$ cat config.mk
export PLATFORM = sky130hd
export DESIGN_NAME = dot_product_sequencer
export DESIGN_NICKNAME = d
export VERILOG_FILES = /design/src/rtl/dot_product_sequencer.sv
export SDC_FILE = /design/constraint.sdc
export NUM_CORES = 1
export LEC_CHECK = 0
export CAP_MARGIN = 10
export CORE_MARGIN = 2
export CORE_UTILIZATION = 30
export CTS_CLUSTER_DIAMETER = 60
export DETAILED_ROUTE_END_ITERATION = 10
export DONT_BUFFER_PORTS = 1
export PLACE_DENSITY = 0.51
export SLEW_MARGIN = 20
export SYNTH_ARGS = -nofsm -noshare
export SYNTH_HDL_FRONTEND = slang
export SYNTH_SLANG_ARGS = --single-unit
$ cat constraint.sdc
create_clock -name clk -period 3.71 [get_ports clk]
set_clock_uncertainty 0.05 [all_clocks]
set_input_delay 0.1855 -clock clk [delete_from_list [all_inputs] [get_ports clk]]
set_output_delay 0.1855 -clock clk [all_outputs]
set_load 0.01 [all_outputs]
$ cat src/rtl/dot_product_sequencer.sv
// Sequences a shared MAC through one N_ELEM-element dot product per request.
// It latches the operands, clears the MAC, feeds one pair per cycle, then captures and holds the result.
module dot_product_sequencer #(
    parameter int N_ELEM = 4,
    parameter int ELEM_W = 8,
    parameter int ACC_W  = 16
) (
    input  logic                     clk,
    input  logic                     rst,
    input  logic                     start,
    input  logic                     abort,
    input  logic [N_ELEM*ELEM_W-1:0] a_vec,
    input  logic [N_ELEM*ELEM_W-1:0] b_vec,
    input  logic [ACC_W-1:0]         acc_in,
    input  logic                     oflow_in,
    output logic [ELEM_W-1:0]        mac_a,
    output logic [ELEM_W-1:0]        mac_b,
    output logic                     mac_enable,
    output logic                     mac_clear,
    output logic                     busy,
    output logic                     done,
    output logic [ACC_W-1:0]         result,
    output logic                     result_oflow
);

    localparam int IDX_W = $clog2(N_ELEM);
    localparam logic [IDX_W-1:0] IDX_LAST = IDX_W'(N_ELEM - 1);

    typedef enum logic [2:0] {
        S_IDLE,
        S_CLEAR,
        S_FEED,
        S_DRAIN,
        S_DONE
    } state_e;

    state_e                   state_q, state_d;
    logic [IDX_W-1:0]         idx_q, idx_d;
    logic [N_ELEM*ELEM_W-1:0] a_lat_q, a_lat_d;
    logic [N_ELEM*ELEM_W-1:0] b_lat_q, b_lat_d;
    logic [ACC_W-1:0]         result_q, result_d;
    logic                     result_oflow_q, result_oflow_d;

    always_ff @(posedge clk) begin
        if (rst) begin
            state_q        <= S_IDLE;
            idx_q          <= '0;
            a_lat_q        <= '0;
            b_lat_q        <= '0;
            result_q       <= '0;
            result_oflow_q <= 1'b0;
        end else begin
            state_q        <= state_d;
            idx_q          <= idx_d;
            a_lat_q        <= a_lat_d;
            b_lat_q        <= b_lat_d;
            result_q       <= result_d;
            result_oflow_q <= result_oflow_d;
        end
    end

    always_comb begin
        state_d        = state_q;
        idx_d          = idx_q;
        a_lat_d        = a_lat_q;
        b_lat_d        = b_lat_q;
        result_d       = result_q;
        result_oflow_d = result_oflow_q;
        unique case (state_q)
            S_IDLE, S_DONE: begin
                // start is honoured in IDLE and DONE alike, which gives back-to-back operation
                if (start) begin
                    a_lat_d = a_vec;
                    b_lat_d = b_vec;
                    state_d = S_CLEAR;
                end else begin
                    state_d = S_IDLE;
                end
            end
            S_CLEAR: begin
                if (abort) begin
                    state_d = S_IDLE;
                end else begin
                    idx_d   = '0;
                    state_d = S_FEED;
                end
            end
            S_FEED: begin
                if (abort) begin
                    state_d = S_IDLE;
                end else begin
                    idx_d = idx_q + 1'b1;
                    if (idx_q == IDX_LAST) begin
                        state_d = S_DRAIN;
                    end
                end
            end
            S_DRAIN: begin
                if (abort) begin
                    state_d = S_IDLE;
                end else begin
                    result_d       = acc_in;
                    result_oflow_d = oflow_in;
                    state_d        = S_DONE;
                end
            end
            default: state_d = S_IDLE;
        endcase
    end

    always_comb begin
        mac_a = '0;
        mac_b = '0;
        if (state_q == S_FEED) begin
            mac_a = a_lat_q[idx_q*ELEM_W +: ELEM_W];
            mac_b = b_lat_q[idx_q*ELEM_W +: ELEM_W];
        end
    end

    assign mac_enable   = (state_q == S_FEED);
    assign mac_clear    = (state_q == S_CLEAR);
    assign busy         = (state_q == S_CLEAR) || (state_q == S_FEED) || (state_q == S_DRAIN);
    assign done         = (state_q == S_DONE);
    assign result       = result_q;
    assign result_oflow = result_oflow_q;

endmodule

Yosys cells after proc, flatten, opt, wreduce, memory -nomap -nowiden
Index checks and enable logic that the tools add are counted.
Storage, ports and cells
  flip-flop bits (word level): 86
  output and inout bits: 37
  input port bits: 85
  word-level logic and storage cells: 37
Cells by class
  muxes and demuxes: 11
  reductions and logical operators: 8
  bitwise operators: 1
  add/sub/neg operators: 1
  equality and inequality tests: 8
  shift-type cells: 2
Operator list (count)
  variable part select 32 x 6 -> 8 bit: 2
  2-to-1 mux 8 bit: 2
  case mux 3 bit (4 select lines): 1
  2-to-1 mux 3 bit: 3
  equality test 3 x 2 -> 1 bit, second input constant: 2
  2-to-1 mux 2 bit: 3
  inequality test 2 bit, second input constant: 2
  case mux 2 bit (2 select lines): 1
  AND reduction 2 bit: 2
  equality test 3 x 1 -> 1 bit, second input constant: 1
  equality test 3 bit, second input constant: 1
  logical NOT 3 bit: 1
  inequality test 3 x 2 -> 1 bit, second input constant: 1
  AND reduction 3 bit: 1
  adder 2 x 1 -> 2 bit, second input constant: 1
  equality test 2 bit, second input constant: 1
  logical OR 1 bit: 2
  nonzero test 2 bit: 1
  OR reduction 2 bit: 1
  2-to-1 mux 1 bit: 1
  inverter 1 bit: 1

Depth between registers and ports, before layout
Gate-level depths: netlist of run 1.
  depth after elaboration: 4
  gate-level depth with buffers: 6
  depth with buffers taken out: 3

Least setup slack after synthesis of run 1
No wires, ideal clock.
  path type: register to output
  start: register idx_q[0]
  end: output port mac_a[4]
  buffers on the path: 2
  arrival time: 1305 ps
  cell stages (with the launch flop): 5
  required time: 3474 ps
  setup slack: 2170 ps
  cell sequence: dfxtp_1 > buf_4 > buf_6 > mux4_2 > nor2b_4
Between the ends
  longest elaborated chain between the ends: 2
RTL lines
  from (decl): line 38  | logic [IDX_W-1:0] idx_q, idx_d;
  from (signal assigned): line 54  | idx_q <= idx_d;
  variable part select 32 x 6 -> 8 bit: line 115  | mac_a = a_lat_q[idx_q*ELEM_W +: ELEM_W];
  2-to-1 mux 8 bit: line 114  | if (state_q == S_FEED) begin
  to (decl): line 16  | output logic [ELEM_W-1:0] mac_a,
Every way passes these cells.

Final worst setup path of run 1
  start: register state_q[1]
  end: output port mac_b[0]
Between the ends
  longest elaborated chain between the ends: 2
RTL lines
  from (decl): line 37  | state_e state_q, state_d;
  from (signal assigned): line 53  | state_q <= state_d;
  equality test 3 x 2 -> 1 bit: line 114
  2-to-1 mux 8 bit: line 114
  to (decl): line 17  | output logic [ELEM_W-1:0] mac_b,
Every way passes these cells.

==> results_dict.tcl, run 1 <==
set metrics [dict create \
    drive_gt1_share_pct 9.59 \
    finalSetupViolations 0 \
    p_comb_share_pct 10.9 \
    dpl.hpwl_mm 5.91 \
    ys_ff_latch 86 \
    remaining_drc_errors 0 \
    final_area_sq_um 4770 \
    final_nets 571 \
    h-tree-depth 3 \
    num_rows 40 \
    firstDrtPassIters 4 \
    critPathMaxStageDelay_ps 840 \
    synth-async-reset-ratio_pct 0 \
    cp.buffers_inverters 0 \
    total_leakage_power_nw 1.68 \
    ioPinCount 122 \
    outcome "finished, final reports clean" \
    drt_iter0_markers 109 \
    numCtsBuffers 9 \
    post-synth-top-count-cell "nand2_1" \
    synth_area_leaders "dfxtp_1 (46%), nand2_1 (16%), a21oi_1 (11%)" \
    ant_nets 0 \
    switchingPower_w 0.000508 \
    p_sw_share_pct 24.3 \
    dpl_cell_area_sq_um 3640 \
    fin_setup_tns_ps 0 \
    ys_types 27 \
    gp_congestion 0.789 \
    utilization_pct 39.7 \
    crit_chain "or3b_1 > nor2b_1" \
    r2r_start "state_q[1]$_SDFFE_PP0P_" \
    synth_top_area_share_pct 46.5 \
    clkPwrFrac_pct 41.3 \
    required_ps 3470 \
    rsz0062_at_grt "false" \
    syn_nets 511 \
    syn_area_sq_um 3700 \
    hold_depth 3 \
    synth_ff_type "dfxtp_1" \
    die_x_um 115 \
    io_buffers 0 \
    hold_class "input pin to register" \
    dp_slack_ps 1630 \
    layout_setup_ws_ps 1300 \
    numClockSinks 86 \
    insertion_delay_ps 340 \
    endpoint_kind "output pin" \
    drv_cap 0 \
    irDropWorstVdd_mv 0.266 \
    slew_headroom_pct 29.4 \
    path_clk_slew_ps 60 \
    track_usage_pct 14.6 \
    wl_per_cell_um 14.9 \
    wl_mm 9.50 \
    p_seq_share_pct 47.8 \
    start_util_pct 30.8 \
    internal_power_w 0.00158 \
    seq_area_frac_synth_pct 46.5 \
    worstPathMaxFanout 17 \
    cts-root-buf "clkbuf_16" \
    grt_max_degree 89 \
    antenna_found_initial 0 \
    synthCells 425 \
    r2r_setup_slack_ps 1480 \
    vias 3027 \
    tightestPinTransition_ps 1060 \
    synth-edff-count 0 \
    hold_viol 0 \
    p_per_area_nw_per_um2 438 \
    finalMaxSlewViolations 0 \
    syn_avg_cell_area_sq_um 8.72 \
    period_share_pct 64.9 \
    cp-start-kind "register" \
    arrival_ps 2170 \
    grt.overflow.total 0 \
    hold_start "abort" \
    cpMaxStageDelayCell "or3b_1" \
    cp_top_family "simple AND/OR/NAND/NOR gates" \
    fin_crit_ps 2410 \
    coreArea_sq_um 12000 \
    synthTopCellsByCount "nand2_1 (162), dfxtp_1 (86), a21oi_1 (81)" \
    critPathKind "register to output pin" \
    routed_via_density 4.75 \
    syn_to_final_growth_pct 28.8 \
    antennaDiodeCount 0 \
    clk_path_buf_depth 2 \
    die_h_um 115 \
    cts_resized 0 \
    postCtsSetupRepairBufs 0 \
    r2r_cells 4 \
    synth_top_cell_by_area "dfxtp_1" \
    whs_endpoint "state_q[0]$_SDFFE_PP0P_" \
    ys_warn_count 0 \
    regToRegEndpoint "a_lat_q[18]$_SDFFE_PP0P_" \
    timing.fmax_ghz 0.415 \
    grt_pass1_vias 2956 \
    grt_pass1_wl_mm 14.9 \
    whs_ps 77.2 \
    cts_tree "built" \
    die_area_sq_um 13300 \
]
layout make-up:
| cell class | count | area [sq um] |
|---|---|---|
| Multi-Input combinational cell | 301 | 1700 |
| Tap cell | 147 | 184 |
| Inverter | 1 | 3.75 |
| Clock inverter | 4 | 30.0 |
| Clock buffer | 12 | 256 |
| Timing Repair Buffer | 86 | 871 |
| Fill cell | 1204 | 7240 |
| Sequential cell | 86 | 1720 |
registers in the layout, indices dropped and copies added (netlist names):
signal / cells
a_lat_q: 32
b_lat_q: 32
result_oflow: 1
state_q: 3
result: 16
idx_q: 2
metrics by stage:
| step | std cells | total power, W |
|---|---|---|
| 6_report | 637 | 0.00209 |
| 5_1_grt | 637 | 0.00220 |
| 4_1_cts | 637 | 0.00213 |
| 3_5_place_dp | 538 | 0.00116 |
| 3_3_place_gp | 538 | 0.00116 |
| 2_1_floorplan | 425 | 0.00116 |
how the worst max path moves through the flow:
stage / start / endpoint / slack, ps / cells past startpoint
after floorplan: idx_q[0]$_SDFFE_PP0P_ / mac_a[4] / 2170 / 4
after global placement: state_q[1]$_SDFFE_PP0P_ / b_lat_q[14]$_SDFFE_PP0P_ / 1670 / 4
after detailed placement: state_q[1]$_SDFFE_PP0P_ / b_lat_q[7]$_SDFFE_PP0P_ / 1630 / 4
after CTS: idx_q[1]$_SDFFE_PP0P_ / mac_a[2] / 1260 / 2
after global routing: state_q[1]$_SDFFE_PP0P_ / mac_b[4] / 1170 / 2
final: state_q[1]$_SDFFE_PP0P_ / mac_b[0] / 1300 / 2
cell usage in the layout, fill, tap and decap left out, drive strengths merged, types with 4 or more instances in the layout:
cell type      n
mux4          16
a21oi         81
nor2b         18
buf            4
dlygate4sd3   82
clkbuf        12
nor2           4
nand2        162
dfxtp         86
power groups by stage:
stage / logic [W] / registers, W / clock network [W]
detailed placement: 0.000143 / 0.00102 / 0
floorplan: 0.000157 / 0.00101 / 0
global route: 0.000255 / 0.00100 / 0.000940
global placement: 0.000139 / 0.00102 / 0
finish: 0.000229 / 0.000999 / 0.000863
CTS: 0.000230 / 0.000999 / 0.000899
cell families after synthesis:
group | share of synthesized area [%]
and+or+nand+nor | 23.3
AOI/OAI and AO/OA | 12.0
DFF | 46.5
buffers and inverters | 7.67
muxes | 10.0
xor gates and xnor gates | 0.236
adders and majority gates | 0.338
layer usage:
metal	wire (um)	part of all wire [%]	GRT usage, %
met3	611	6.4	4.90
met4	117	1.2	4.10
met5	0	0	0
met2	4490	47	24.3
met1	4280	45	18.3
tightest hold or removal path: cells and delay by family:
family | cells | cell delay, ps
AO/OA/AOI/OAI | 1 | 150
AND/OR/NAND/NOR | 2 | 80
repair_timing:
action / CTS / global route
hold buffers: 83 / 0
endpoints found under the setup margin: 0 / 0
hold endpoints to repair: 86 / 0
Note: power is estimated with default switching activity, not from simulation.
==> inputs of run 2 (changes only) <==
- PLACE_DENSITY: 0.51 -> 0.52
- clock period: 3.71 -> 2 ns (I/O delays scaled with it)
==> results_dict.tcl, run 2 (synthesis gave the netlist of run 1 again) <==
set metrics [dict create \
    worstPathMaxFanout 17 \
    p_per_area_nw_per_um2 797 \
    track_usage_pct 14.9 \
    num_rows 40 \
    dp.cells 545 \
    h-tree-depth 3 \
    required_ps 1850 \
    routed_via_density 4.78 \
    internal_power_w 0.00296 \
    gp_congestion 0.718 \
    remaining_drc_errors 0 \
    fin_crit_ps 1870 \
    final_nets 578 \
    p_seq_share_pct 47.8 \
    wl_per_cell_um 15.1 \
    antenna_found_initial 0 \
    cts_hold_buffers 83 \
    drive_gt1_share_pct 10.5 \
    power_w 0.00387 \
    postCtsSetupRepairBufs 0 \
    grt.overflow.total 0 \
    arrival_ps 1720 \
    die_h_um 115 \
    dp_slack_ps 368 \
    cpMaxStageDelayCell "dfxtp_1" \
    start_util_pct 30.8 \
    hold_class "input pin to register" \
    ant_nets 0 \
    cts_resized 0 \
    tightestPinTransition_ps 640 \
    vias 3069 \
    finalMaxSlewViolations 0 \
    clkPwrFrac_pct 40.7 \
    numCtsBuffers 9 \
    fin_setup_tns_ps 0 \
    critPathMaxStageDelay_ps 450 \
    grt_pass1_vias 3049 \
    finalSetupViolations 0 \
    drv_cap 0 \
    endpoint_kind "output pin" \
    die_area_sq_um 13300 \
    grt_pass1_wl_mm 15.0 \
    layoutNonFillerInstCount 642 \
    grt_max_degree 89 \
    period_share_pct 93.4 \
    outcome "finished, final reports clean" \
    io_buffers 0 \
    layout_setup_ws_ps 131 \
    slew_headroom_pct 57.4 \
    syn_to_final_growth_pct 30.9 \
    hold_viol 0 \
    path_clk_slew_ps 60 \
    clk_path_buf_depth 2 \
    crit_chain "or3b_1 > buf_4 > nor2b_1" \
    wl_mm 9.69 \
    ioPinCount 122 \
    final_common_cell "nand2_1" \
    switchingPower_w 0.000904 \
    cp-start-kind "register" \
    drt_iter0_markers 158 \
    insertion_delay_ps 340 \
    irDropWorstVdd_mv 0.454 \
    rsz0062_at_grt "false" \
    p_comb_share_pct 11.5 \
    layout_common_cells "nand2_1 (162), dfxtp_1 (86), dlygate4sd3_1 (82)" \
    die_x_um 115 \
    firstDrtPassIters 4 \
    antennaDiodeCount 0 \
    coreArea_sq_um 12000 \
    dpl.hpwl_mm 6.04 \
    critPathKind "register to output pin" \
    total_leakage_power_nw 1.72 \
    cts-root-buf "clkbuf_16" \
    numClockSinks 86 \
    utilization_pct 40.4 \
    p_sw_share_pct 23.4 \
    cts_tree "built" \
    timing.fmax_ghz 0.535 \
]
## run 2: cell count changes in the layout (fill, tap and decap cells not counted)
cell        previous run  this run
buf_4                  3         7
buf_12                 0         3
clkbuf_8               2         3
clkinv_4               1         0
clkinvlp_4             1         0
inv_6                  1         0
## run 2: through the flow
step                      hold slack (ps)  cell area [sq um]
after floorplan                       127               3700
after global placement                125               3730
after detailed placement              128               3730
after CTS                            6.01               4850
after global routing                 63.5               4850
final                                25.7               4850
## run 2: area by class of cell
type / count / area (sq um)
clock buffers: 13 / 270
clock inverters: 1 / 5.00
fillers: 1180 / 7160
inverters: 1 / 3.75
multi-input cells: 301 / 1700
flip-flops and latches: 86 / 1720
well taps: 147 / 184
repair buffers: 93 / 961
## run 2: layer usage
| metal | track usage, % | up-vias | share of wire, % |
|---|---|---|---|
| met5 | 0 | - | 0 |
| met4 | 5.62 | 0 | 1.7 |
| met3 | 4.27 | 17 | 4.9 |
| met2 | 25.6 | 105 | 50 |
| met1 | 17.7 | 1412 | 43 |
| li1 | - | 1535 | - |
## run 2: power groups by stage
stage / Combinational, W / Clock [W] / Sequential, W
after detailed placement: 0.000281 / 0 / 0.00189
after floorplan: 0.000291 / 0 / 0.00187
after global routing: 0.000489 / 0.00172 / 0.00186
after global placement: 0.000274 / 0 / 0.00188
final: 0.000443 / 0.00157 / 0.00185
after CTS: 0.000444 / 0.00164 / 0.00185
## run 2: worst max-delay path, delay by kind of cell, from the launching register on
family                 cells  cell delay [ps]
and+or+nand+nor            2              690
DFF                        1              450
buffers and inverters      1              240
## run 2: path summary, 6_finish.rpt
| kind | start | slack [ps] | end | cells after the start |
|---|---|---|---|---|
| max | state_q[1]$_SDFFE_PP0P_ | 130 | mac_b[2] | 3 |
| min | start | 30 | state_q[0]$_SDFFE_PP0P_ | 3 |
| max reg2reg | state_q[0]$_SDFFE_PP0P_ | 320 | result[5]$_SDFFE_PP0P_ | 3 |
| min reg2reg | a_lat_q[11]$_SDFFE_PP0P_ | 400 | a_lat_q[11]$_SDFFE_PP0P_ | 2 |
==> inputs of run 3 (changes only) <==
- CELL_PAD_IN_SITES_DETAIL_PLACEMENT: not set -> 1
- CELL_PAD_IN_SITES_GLOBAL_PLACEMENT: not set -> 2
- PLACE_DENSITY: 0.52 -> 0.77
==> results_dict.tcl, run 3 (synthesis gave the netlist of run 1 again) <==
set metrics [dict create \
    slew_headroom_pct 65.0 \
    p_comb_share_pct 11.7 \
    tightestPinTransition_ps 523 \
    critPathMaxStageDelay_ps 430 \
    fin_crit_ps 1870 \
    endpoint_kind "output pin" \
    dpl.hpwl_mm 6.53 \
    firstDrtPassIters 4 \
    rsz0062_at_grt "false" \
    p_seq_share_pct 47.7 \
    io_buffers 0 \
    remaining_drc_errors 0 \
    cts_tree "built" \
    required_ps 1850 \
    arrival_ps 1720 \
    drive_gt1_share_pct 10.3 \
    ant_nets 0 \
    routed_via_density 4.84 \
    wl_mm 10.7 \
    clk_path_buf_depth 2 \
    switchingPower_w 0.000915 \
    syn_to_final_growth_pct 30.7 \
    drt_iter0_markers 146 \
    drv_cap 0 \
    clkPwrFrac_pct 40.7 \
    hold_class "input pin to register" \
    h-tree-depth 3 \
    num_rows 40 \
    cp.buffers_inverters 1 \
    crit_chain "or3b_1 > buf_4 > nor2b_1" \
    finalSetupViolations 0 \
    final_nets 577 \
    finalMaxSlewViolations 0 \
    grt_pass1_wl_mm 16.6 \
    gp_congestion 0.704 \
    hold_viol 0 \
    antennaDiodeCount 0 \
    worstPathMaxFanout 17 \
    numCtsBuffers 9 \
    die_area_sq_um 13300 \
    outcome "finished, final reports clean" \
    total_leakage_power_nw 1.72 \
    coreArea_sq_um 12000 \
    path_clk_slew_ps 60 \
    cp-start-kind "register" \
    grt_pass1_vias 3154 \
    whs_ps 22.3 \
    final_common_cell "nand2_1" \
    grt.overflow.total 0 \
    die_h_um 115 \
    vias 3103 \
    p_sw_share_pct 23.6 \
    cts-root-buf "clkbuf_16" \
    p_per_area_nw_per_um2 801 \
    layout_common_cells "nand2_1 (162), dfxtp_1 (86), dlygate4sd3_1 (82)" \
    fin_setup_tns_ps 0 \
    critPathKind "register to output pin" \
    track_usage_pct 16.5 \
    die_x_um 115 \
    period_share_pct 93.5 \
    cpMaxStageDelayCell "dfxtp_1" \
    insertion_delay_ps 340 \
    internal_power_w 0.00296 \
    ioPinCount 122 \
    fillers 1393 \
    irDropWorstVdd_mv 0.353 \
    timing.fmax_ghz 0.535 \
    grt_max_degree 89 \
    cp_top_family "simple AND/OR/NAND/NOR gates" \
    cts_resized 0 \
    start_util_pct 30.8 \
    numClockSinks 86 \
    wl_per_cell_um 16.6 \
    antenna_found_initial 0 \
]
run 3: worst paths after layout:
path | from | to | slack [ps] | depth (start not counted)
worst min-delay path | abort | state_q[0]$_SDFFE_PP0P_ | 20 | 3
worst max-delay path | state_q[0]$_SDFFE_PP0P_ | mac_b[7] | 130 | 3
worst max register to register | state_q[0]$_SDFFE_PP0P_ | b_lat_q[24]$_SDFFE_PP0P_ | 370 | 4
worst min register to register | a_lat_q[25]$_SDFFE_PP0P_ | a_lat_q[25]$_SDFFE_PP0P_ | 400 | 2
run 3: tightest hold or removal path: cells and delay by family:
family,cells,cell delay [ps]
AND/OR/NAND/NOR,2,90
AO/OA/AOI/OAI,1,180
run 3: layout make-up:
type | count | area, sq um | area share (%)
Tap cell | 147 | 184 | 3.80
Timing Repair Buffer | 92 | 953 | 19.7
Clock buffer | 13 | 270 | 5.58
Sequential cell | 86 | 1720 | 35.6
Multi-Input combinational cell | 301 | 1700 | 35.2
Inverter | 1 | 3.75 | 0.0775
Clock inverter | 1 | 5.00 | 0.103
run 3: metal layers:
| metal | up-vias | wire length (um) | global-route usage, % |
|---|---|---|---|
| li1 | 1533 | - | - |
| met4 | 0 | 178 | 5.86 |
| met3 | 14 | 503 | 4.32 |
| met1 | 1479 | 4680 | 20.3 |
| met2 | 77 | 5300 | 27.7 |
| met5 | - | 0 | 0 |
run 3: what timing repair did:
action                                  in CTS  in global routing
hold buffers                                83                  0
setup buffers                                0                  0
endpoints found under the setup margin       0                  0
hold endpoints to repair                    86                  0
run 3: metrics by stage:
| step | area [sq um] | std cells | worst slack [ps] | util (%) | total power (W) |
|---|---|---|---|---|---|
| after floorplan | 3700 | 425 | 545 | - | 0.00216 |
| after global placement | 3720 | 544 | 505 | 31.0 | 0.00216 |
| after detailed placement | 3720 | 544 | 452 | 31.0 | 0.00218 |
| after CTS | 4840 | 641 | 79.1 | 40.3 | 0.00394 |
| after global routing | 4840 | 641 | 19.2 | 40.3 | 0.00407 |
| final | 4840 | 641 | 130 | 40.3 | 0.00388 |
run 3: power by group through the flow:
stage,logic (W),clock network (W),registers [W]
2_1_floorplan,0.000291,0,0.00187
3_3_place_gp,0.000280,0,0.00188
3_5_place_dp,0.000293,0,0.00189
4_1_cts,0.000455,0.00163,0.00185
5_1_grt,0.000499,0.00171,0.00186
6_report,0.000452,0.00158,0.00185
